[src/rtl/prog_loader.sv]
// Byte-stream programming front end: parses HDR/ADDR/CNT/data[/CSUM] frames and issues
// one-cycle instruction-memory writes. Optional trailing checksum: define PROG_LOADER_CSUM_EN.
`ifndef LOG_CORES
`define LOG_CORES 3
`endif
`ifndef PC_WIDTH
`define PC_WIDTH 5
`endif
`ifndef INSTR_WIDTH
`define INSTR_WIDTH 32
`endif

module prog_loader #(
    parameter int LOG_CORES   = `LOG_CORES,
    parameter int PC_WIDTH    = `PC_WIDTH,
    parameter int INSTR_WIDTH = `INSTR_WIDTH
) (
    input  logic                   clk,
    input  logic                   rst_n,
    input  logic [7:0]             in_data,
    input  logic                   in_valid,
    output logic                   in_ready,
    output logic                   we,
    output logic [LOG_CORES-1:0]   sel,
    output logic [PC_WIDTH-1:0]    waddr,
    output logic [INSTR_WIDTH-1:0] wdata,
    output logic                   busy,
    output logic                   done,
    output logic                   csum_err
);
    localparam int IB  = (INSTR_WIDTH + 7) / 8;
    localparam int BCW = $clog2(IB + 1);

    typedef enum logic [2:0] {
        ST_IDLE  = 3'd0,
        ST_ADDR  = 3'd1,
        ST_CNT   = 3'd2,
        ST_DATA  = 3'd3,
        ST_WRITE = 3'd4
`ifdef PROG_LOADER_CSUM_EN
        , ST_CSUM = 3'd5
`endif
    } state_t;

    state_t                 state_r;
    state_t                 state_nxt_s;
    logic [LOG_CORES-1:0]   sel_r;
    logic [PC_WIDTH-1:0]    waddr_r;
    logic [INSTR_WIDTH-1:0] wdata_r;
    logic                   we_r;
    logic                   done_r;
    logic [8:0]             left_r;
    logic [BCW-1:0]         bcnt_r;
    logic                   accept_s;
    logic                   frame_end_s;

    assign accept_s = in_valid && (state_r != ST_WRITE);

    // Next-state decode and end-of-frame detection
    always_comb begin
        state_nxt_s = state_r;
        frame_end_s = 1'b0;
        case (state_r)
            ST_IDLE: begin
                if (accept_s && (in_data[7:6] == 2'b10)) begin
                    state_nxt_s = ST_ADDR;
                end else begin
                    state_nxt_s = ST_IDLE;
                end
            end
            ST_ADDR: begin
                if (accept_s) begin
                    state_nxt_s = ST_CNT;
                end else begin
                    state_nxt_s = ST_ADDR;
                end
            end
            ST_CNT: begin
                if (accept_s) begin
                    state_nxt_s = ST_DATA;
                end else begin
                    state_nxt_s = ST_CNT;
                end
            end
            ST_DATA: begin
                if (accept_s && (bcnt_r == BCW'(IB - 1))) begin
                    state_nxt_s = ST_WRITE;
                end else begin
                    state_nxt_s = ST_DATA;
                end
            end
            ST_WRITE: begin
                if (left_r != 9'd1) begin
                    state_nxt_s = ST_DATA;
                end else begin
`ifdef PROG_LOADER_CSUM_EN
                    state_nxt_s = ST_CSUM;
`else
                    state_nxt_s = ST_IDLE;
                    frame_end_s = 1'b1;
`endif
                end
            end
`ifdef PROG_LOADER_CSUM_EN
            ST_CSUM: begin
                if (accept_s) begin
                    state_nxt_s = ST_IDLE;
                    frame_end_s = 1'b1;
                end else begin
                    state_nxt_s = ST_CSUM;
                end
            end
`endif
            default: begin
                state_nxt_s = ST_IDLE;
                frame_end_s = 1'b0;
            end
        endcase
    end

    // State register
    always_ff @(posedge clk or negedge rst_n) begin
        if (!rst_n) begin
            state_r <= ST_IDLE;
        end else begin
            state_r <= state_nxt_s;
        end
    end

    // Registered strobes: we covers exactly the WRITE cycle, done the cycle after frame end
    always_ff @(posedge clk or negedge rst_n) begin
        if (!rst_n) begin
            we_r   <= 1'b0;
            done_r <= 1'b0;
        end else begin
            we_r   <= (state_nxt_s == ST_WRITE);
            done_r <= frame_end_s;
        end
    end

    // Frame field capture, instruction shift register and burst bookkeeping
    always_ff @(posedge clk or negedge rst_n) begin
        if (!rst_n) begin
            sel_r   <= '0;
            waddr_r <= '0;
            wdata_r <= '0;
            left_r  <= 9'd0;
            bcnt_r  <= '0;
        end else begin
            case (state_r)
                ST_IDLE: begin
                    if (accept_s && (in_data[7:6] == 2'b10)) begin
                        sel_r <= in_data[LOG_CORES-1:0];
                    end
                end
                ST_ADDR: begin
                    if (accept_s) begin
                        waddr_r <= in_data[PC_WIDTH-1:0];
                    end
                end
                ST_CNT: begin
                    if (accept_s) begin
                        left_r <= (in_data == 8'd0) ? 9'd256 : {1'b0, in_data};
                        bcnt_r <= '0;
                    end
                end
                ST_DATA: begin
                    if (accept_s) begin
                        // Truncating cast drops excess high bits of the first byte
                        wdata_r <= INSTR_WIDTH'({wdata_r, in_data});
                        bcnt_r  <= (bcnt_r == BCW'(IB - 1)) ? '0 : bcnt_r + BCW'(1);
                    end
                end
                ST_WRITE: begin
                    waddr_r <= waddr_r + PC_WIDTH'(1);
                    left_r  <= left_r - 9'd1;
                end
                default: begin
                    bcnt_r <= bcnt_r;
                end
            endcase
        end
    end

`ifdef PROG_LOADER_CSUM_EN
    logic [7:0] sum_r;
    logic [7:0] sum_nxt_s;
    logic       csum_err_r;

    assign sum_nxt_s = sum_r + in_data;

    // Running checksum over HDR..last data byte; sticky error on a bad trailer
    always_ff @(posedge clk or negedge rst_n) begin
        if (!rst_n) begin
            sum_r      <= 8'd0;
            csum_err_r <= 1'b0;
        end else if (accept_s) begin
            if (state_r == ST_IDLE) begin
                sum_r <= in_data;
            end else if (state_r == ST_CSUM) begin
                if (sum_nxt_s != 8'd0) begin
                    csum_err_r <= 1'b1;
                end
            end else begin
                sum_r <= sum_nxt_s;
            end
        end
    end

    assign csum_err = csum_err_r;
`else
    assign csum_err = 1'b0;
`endif

    assign in_ready = (state_r != ST_WRITE);
    assign busy     = (state_r != ST_IDLE);
    assign we       = we_r;
    assign done     = done_r;
    assign sel      = sel_r;
    assign waddr    = waddr_r;
    assign wdata    = wdata_r;

endmodule

[config.mk]
export PLATFORM = sky130hd
export DESIGN_NAME = prog_loader
export DESIGN_NICKNAME = d
export VERILOG_FILES = /design/src/rtl/prog_loader.sv
export SDC_FILE = /design/constraint.sdc
export NUM_CORES = 1
export LEC_CHECK = 0
export BUFFER_PORTS_ARGS = -buffer_cell sky130_fd_sc_hd__clkbuf_2
export CORE_ASPECT_RATIO = 1.4
export CORE_MARGIN = 4
export CORE_UTILIZATION = 30
export DETAILED_ROUTE_END_ITERATION = 12
export GPL_TIMING_DRIVEN = 0
export PLACE_DENSITY_LB_ADDON = 0.15
export SLEW_MARGIN = 10
export SYNTH_ARGS = -nofsm -noshare
export SYNTH_HDL_FRONTEND = slang
export SYNTH_SLANG_ARGS = --single-unit
export TNS_END_PERCENT = 10
[constraint.sdc]
create_clock -name clk -period 2.05 [get_ports clk]
set_input_delay 0.205 -clock clk [delete_from_list [all_inputs] [get_ports clk]]
set_output_delay 0.205 -clock clk [all_outputs]
set_load 0.005 [all_outputs]
==> impl_metrics.json <==
{
  "ys_seq_area_share_pct": 57.1,
  "fin_util_pct": 39.3,
  "cp-end-kind": "register",
  "finalSetupViolCount": 0,
  "synthCells": 201,
  "cts_tree": "built",
  "worst_slack_ns": 0.176,
  "critPathLaunchType": "register",
  "crit_slowest_cell": "or4_4",
  "coreArea_um2": 8150,
  "vias": 1819,
  "avgSynthCellArea_um2": 12.4,
  "gp_congestion": 0.814,
  "antenna_cells": 0,
  "synth_cell_types": 40,
  "nets": 284,
  "antenna_found_initial": 0,
  "first_pass_iters": 4,
  "worstMarginPinSlew_ns": 0.599,
  "first_iter_violations": 77,
  "grt_pass1_vias": 1880,
  "hp-class": "in -> reg",
  "drive_gt1_share_pct": 42.7,
  "synth_area_um2": 2500,
  "skew_ns": 0.00516,
  "grt-ovfl-total": 0,
  "path_cells": "or4_4 -> or4_4 -> a21oi_2 -> o211ai_1",
  "relSlewSlack_pct": 59.9,
  "p_per_area_nw_per_um2": 1540,
  "routedWlPerCell_um": 15.9,
  "numClockSinks": 57,
  "power.total_mw": 4.93,
  "syn-num-nets": 216,
  "io_buffers": 54,
  "r2r_start": "left_r[4]$_DFFE_PN0P_",
  "period_minus_slack_ns": 1.87,
  "rrSetupSlack_ns": 0.18,
  "path_delay_family": "simple AND/OR/NAND/NOR gates",
  "worst-path-stages": 4,
  "yosys_warnings": 0,
  "worstSetupPathType": "reg -> reg",
  "grt_max_degree": 34,
  "worstReg2RegEnd": "state_r[0]$_DFF_PN0_",
  "synth-edff-count": 0,
  "setup.worst_path.start": "left_r[4]$_DFFE_PN0P_",
  "tns_ns": 0,
  "synthArstFlopShare_pct": 100,
  "antenna_left": 0,
  "fin_hold_ws_ns": 0.170,
  "route.detailed.drc": 0,
  "cts_buffer_depth": 2,
  "die_y_um": 116,
  "hold_violations": 0,
  "io-pin-count": 56,
  "numCtsBuffers": 9,
  "critPathMaxStageDelay_ns": 0.57,
  "reg2reg_depth": 4,
  "grt_usage_pct": 13.4,
  "p_leak_nw": 1.49,
  "crit_fanout": 4,
  "crit_path_end": "state_r[0]$_DFF_PN0_",
  "rsz0062_at_grt": "no",
  "slew_violations": 0,
  "dieArea_um2": 9870,
  "drt-total-wl_mm": 5.97,
  "synth_flop_cell": "dfrtp_1",
  "cap_violations": 0,
  "vias_per_cell": 4.84,
  "max_freq_mhz": 534,
  "cts.clk_slew.worst_paths_ns": 0.05,
  "post-place-ws_ns": 0.115,
  "arrival_ns": 2.06,
  "clkLatencyLatePin_ns": 0.32,
  "final.period_utilization_pct": 91.4,
  "ir_drop_v": 0.000488,
  "outcome": "complete, no violations",
  "grt_first_pass_wirelength_mm": 9.96,
  "htreeDepth": 3,
  "ys_ff_latch": 57,
  "hpwl_mm": 4.30,
  "rows": 39,
  "start_util_pct": 30.7,
  "cts_resized": 0,
  "clockRootBuffer": "clkbuf_16",
  "die_w_um": 85.1,
  "cp.required_ns": 2.24,
  "path_buf_inv": 0,
  "crit_top_cell": "or4_4",
  "syn_to_final_growth_pct": 28.1
}
[timing repair]
| action | CTS | global route |
|---|---|---|
| endpoints found under the hold margin | 24 | 0 |
| setup buffers | 1 | 0 |
| hold buffers | 1 | 0 |
| setup endpoints to repair | 1 | 0 |
[worst min path at each step]
stage / start / endpoint / slack [ns] / cells past startpoint
after floorplan: rst_n / bcnt_r[0]$_DFFE_PN0P_ / -0.09 / 0
after global placement: sel[0]$_DFFE_PN0P_ / sel[0]$_DFFE_PN0P_ / 0.47 / 2
after detailed placement: rst_n / sel[1]$_DFFE_PN0P_ / 0.19 / 1
after CTS: in_data[5] / wdata[5]$_DFFE_PN0P_ / 0.16 / 2
after global routing: in_data[5] / wdata[5]$_DFFE_PN0P_ / 0.17 / 2
final: in_data[5] / wdata[5]$_DFFE_PN0P_ / 0.17 / 2
[registers in the layout, indices dropped and copies added, names as in the netlist]
signal	count
sel	3
state_r	3
wdata	32
waddr	5
we	1
bcnt_r	3
left_r	9
done	1
[stage by stage]
stage | area [um^2] | instances
floorplan | 2500 | 201
global placement | 2900 | 357
detailed placement | 2920 | 358
CTS | 3200 | 376
global route | 3200 | 376
finish | 3200 | 376
[kinds of logic (layout without fill, tap and decap cells)]
kind of cell / after synthesis / after routing / share of synthesized area, %
AO/OA/AOI/OAI: 34 / 34 / 9.16
adder cells (fa/ha/maj): 4 / 4 / 2.00
buffers and inverters: 14 / 87 / 2.55
flip-flops: 57 / 57 / 57.1
multiplexers: 37 / 37 / 16.5
other: 1 / 1 / 0.150
AND/OR/NAND/NOR: 54 / 54 / 12.6
[area by class of cell]
class,instances,area (um^2)
sequential,57,1430
clock inverter,6,35.0
fill,807,4950
inverter,6,22.5
tap,102,128
timing repair buffer,57,310
buffer,8,41.3
multi-input combinational,130,1010
clock buffer,10,229
[layer usage]
layer	vias up	global-route usage [%]	wire length, um
li1	876	-	-
met3	9	3.91	303
met2	50	21.9	2950
met5	-	0	0
met1	884	16.1	2600
met4	0	6.34	110
[cell usage after synthesis, types with 2 or more instances]
| library cell | count | area [um^2] |
|---|---|---|
| ha_1 | 4 | 50.1 |
| o22ai_1 | 3 | 18.8 |
| nand4bb_1 | 2 | 22.5 |
| inv_1 | 6 | 22.5 |
| mux2i_1 | 4 | 40.0 |
| nor3_1 | 3 | 15.0 |
| nor2_1 | 7 | 26.3 |
| o311ai_0 | 2 | 17.5 |
| o21ai_0 | 6 | 30.0 |
| a32oi_1 | 2 | 17.5 |
| a211oi_1 | 3 | 22.5 |
| nand3_1 | 5 | 25.0 |
| nand2_1 | 16 | 60.1 |
| nor2b_1 | 5 | 31.3 |
| dfrtp_1 | 57 | 1430 |
| nor4_1 | 3 | 18.8 |
| o211ai_1 | 5 | 37.5 |
| a21oi_1 | 6 | 30.0 |
| nor3b_1 | 2 | 15.0 |
| or4_4 | 2 | 22.5 |
| nand3b_1 | 2 | 15.0 |
| mux2_2 | 33 | 372 |
| buf_2 | 6 | 30.0 |
[power breakdown]
part / switching [mW] / internal [mW]
clock: 0.501 / 0.806
sequential: 0.379 / 1.65
combinational: 0.735 / 0.862
total: 1.62 / 3.32
[worst register-to-register path: stages (launching register included)]
cell and delay [ns]:
dfrtp_1 0.39, or4_4 0.57, or4_4 0.52, a21oi_2 0.17
o211ai_1 0.10
[cells in the final DEF (no fill, tap or decap), types with 3 or more instances in the layout]
cell | synthesis | routed
mux2_2 | 33 | 33
nor4_1 | 3 | 3
a211oi_1 | 3 | 3
buf_2 | 6 | 6
clkbuf_16 | 0 | 9
ha_1 | 4 | 4
clkbuf_2 | 0 | 53
a21oi_1 | 6 | 6
mux2i_1 | 4 | 4
nor2b_1 | 5 | 5
o22ai_1 | 3 | 3
nand2_1 | 16 | 16
o211ai_1 | 5 | 5
nor2_1 | 7 | 7
inv_1 | 6 | 6
clkinv_2 | 0 | 4
dfrtp_1 | 57 | 57
o21ai_0 | 6 | 6
nor3_1 | 3 | 3
nand3_1 | 5 | 5
(Power assumes the default switching activity.)
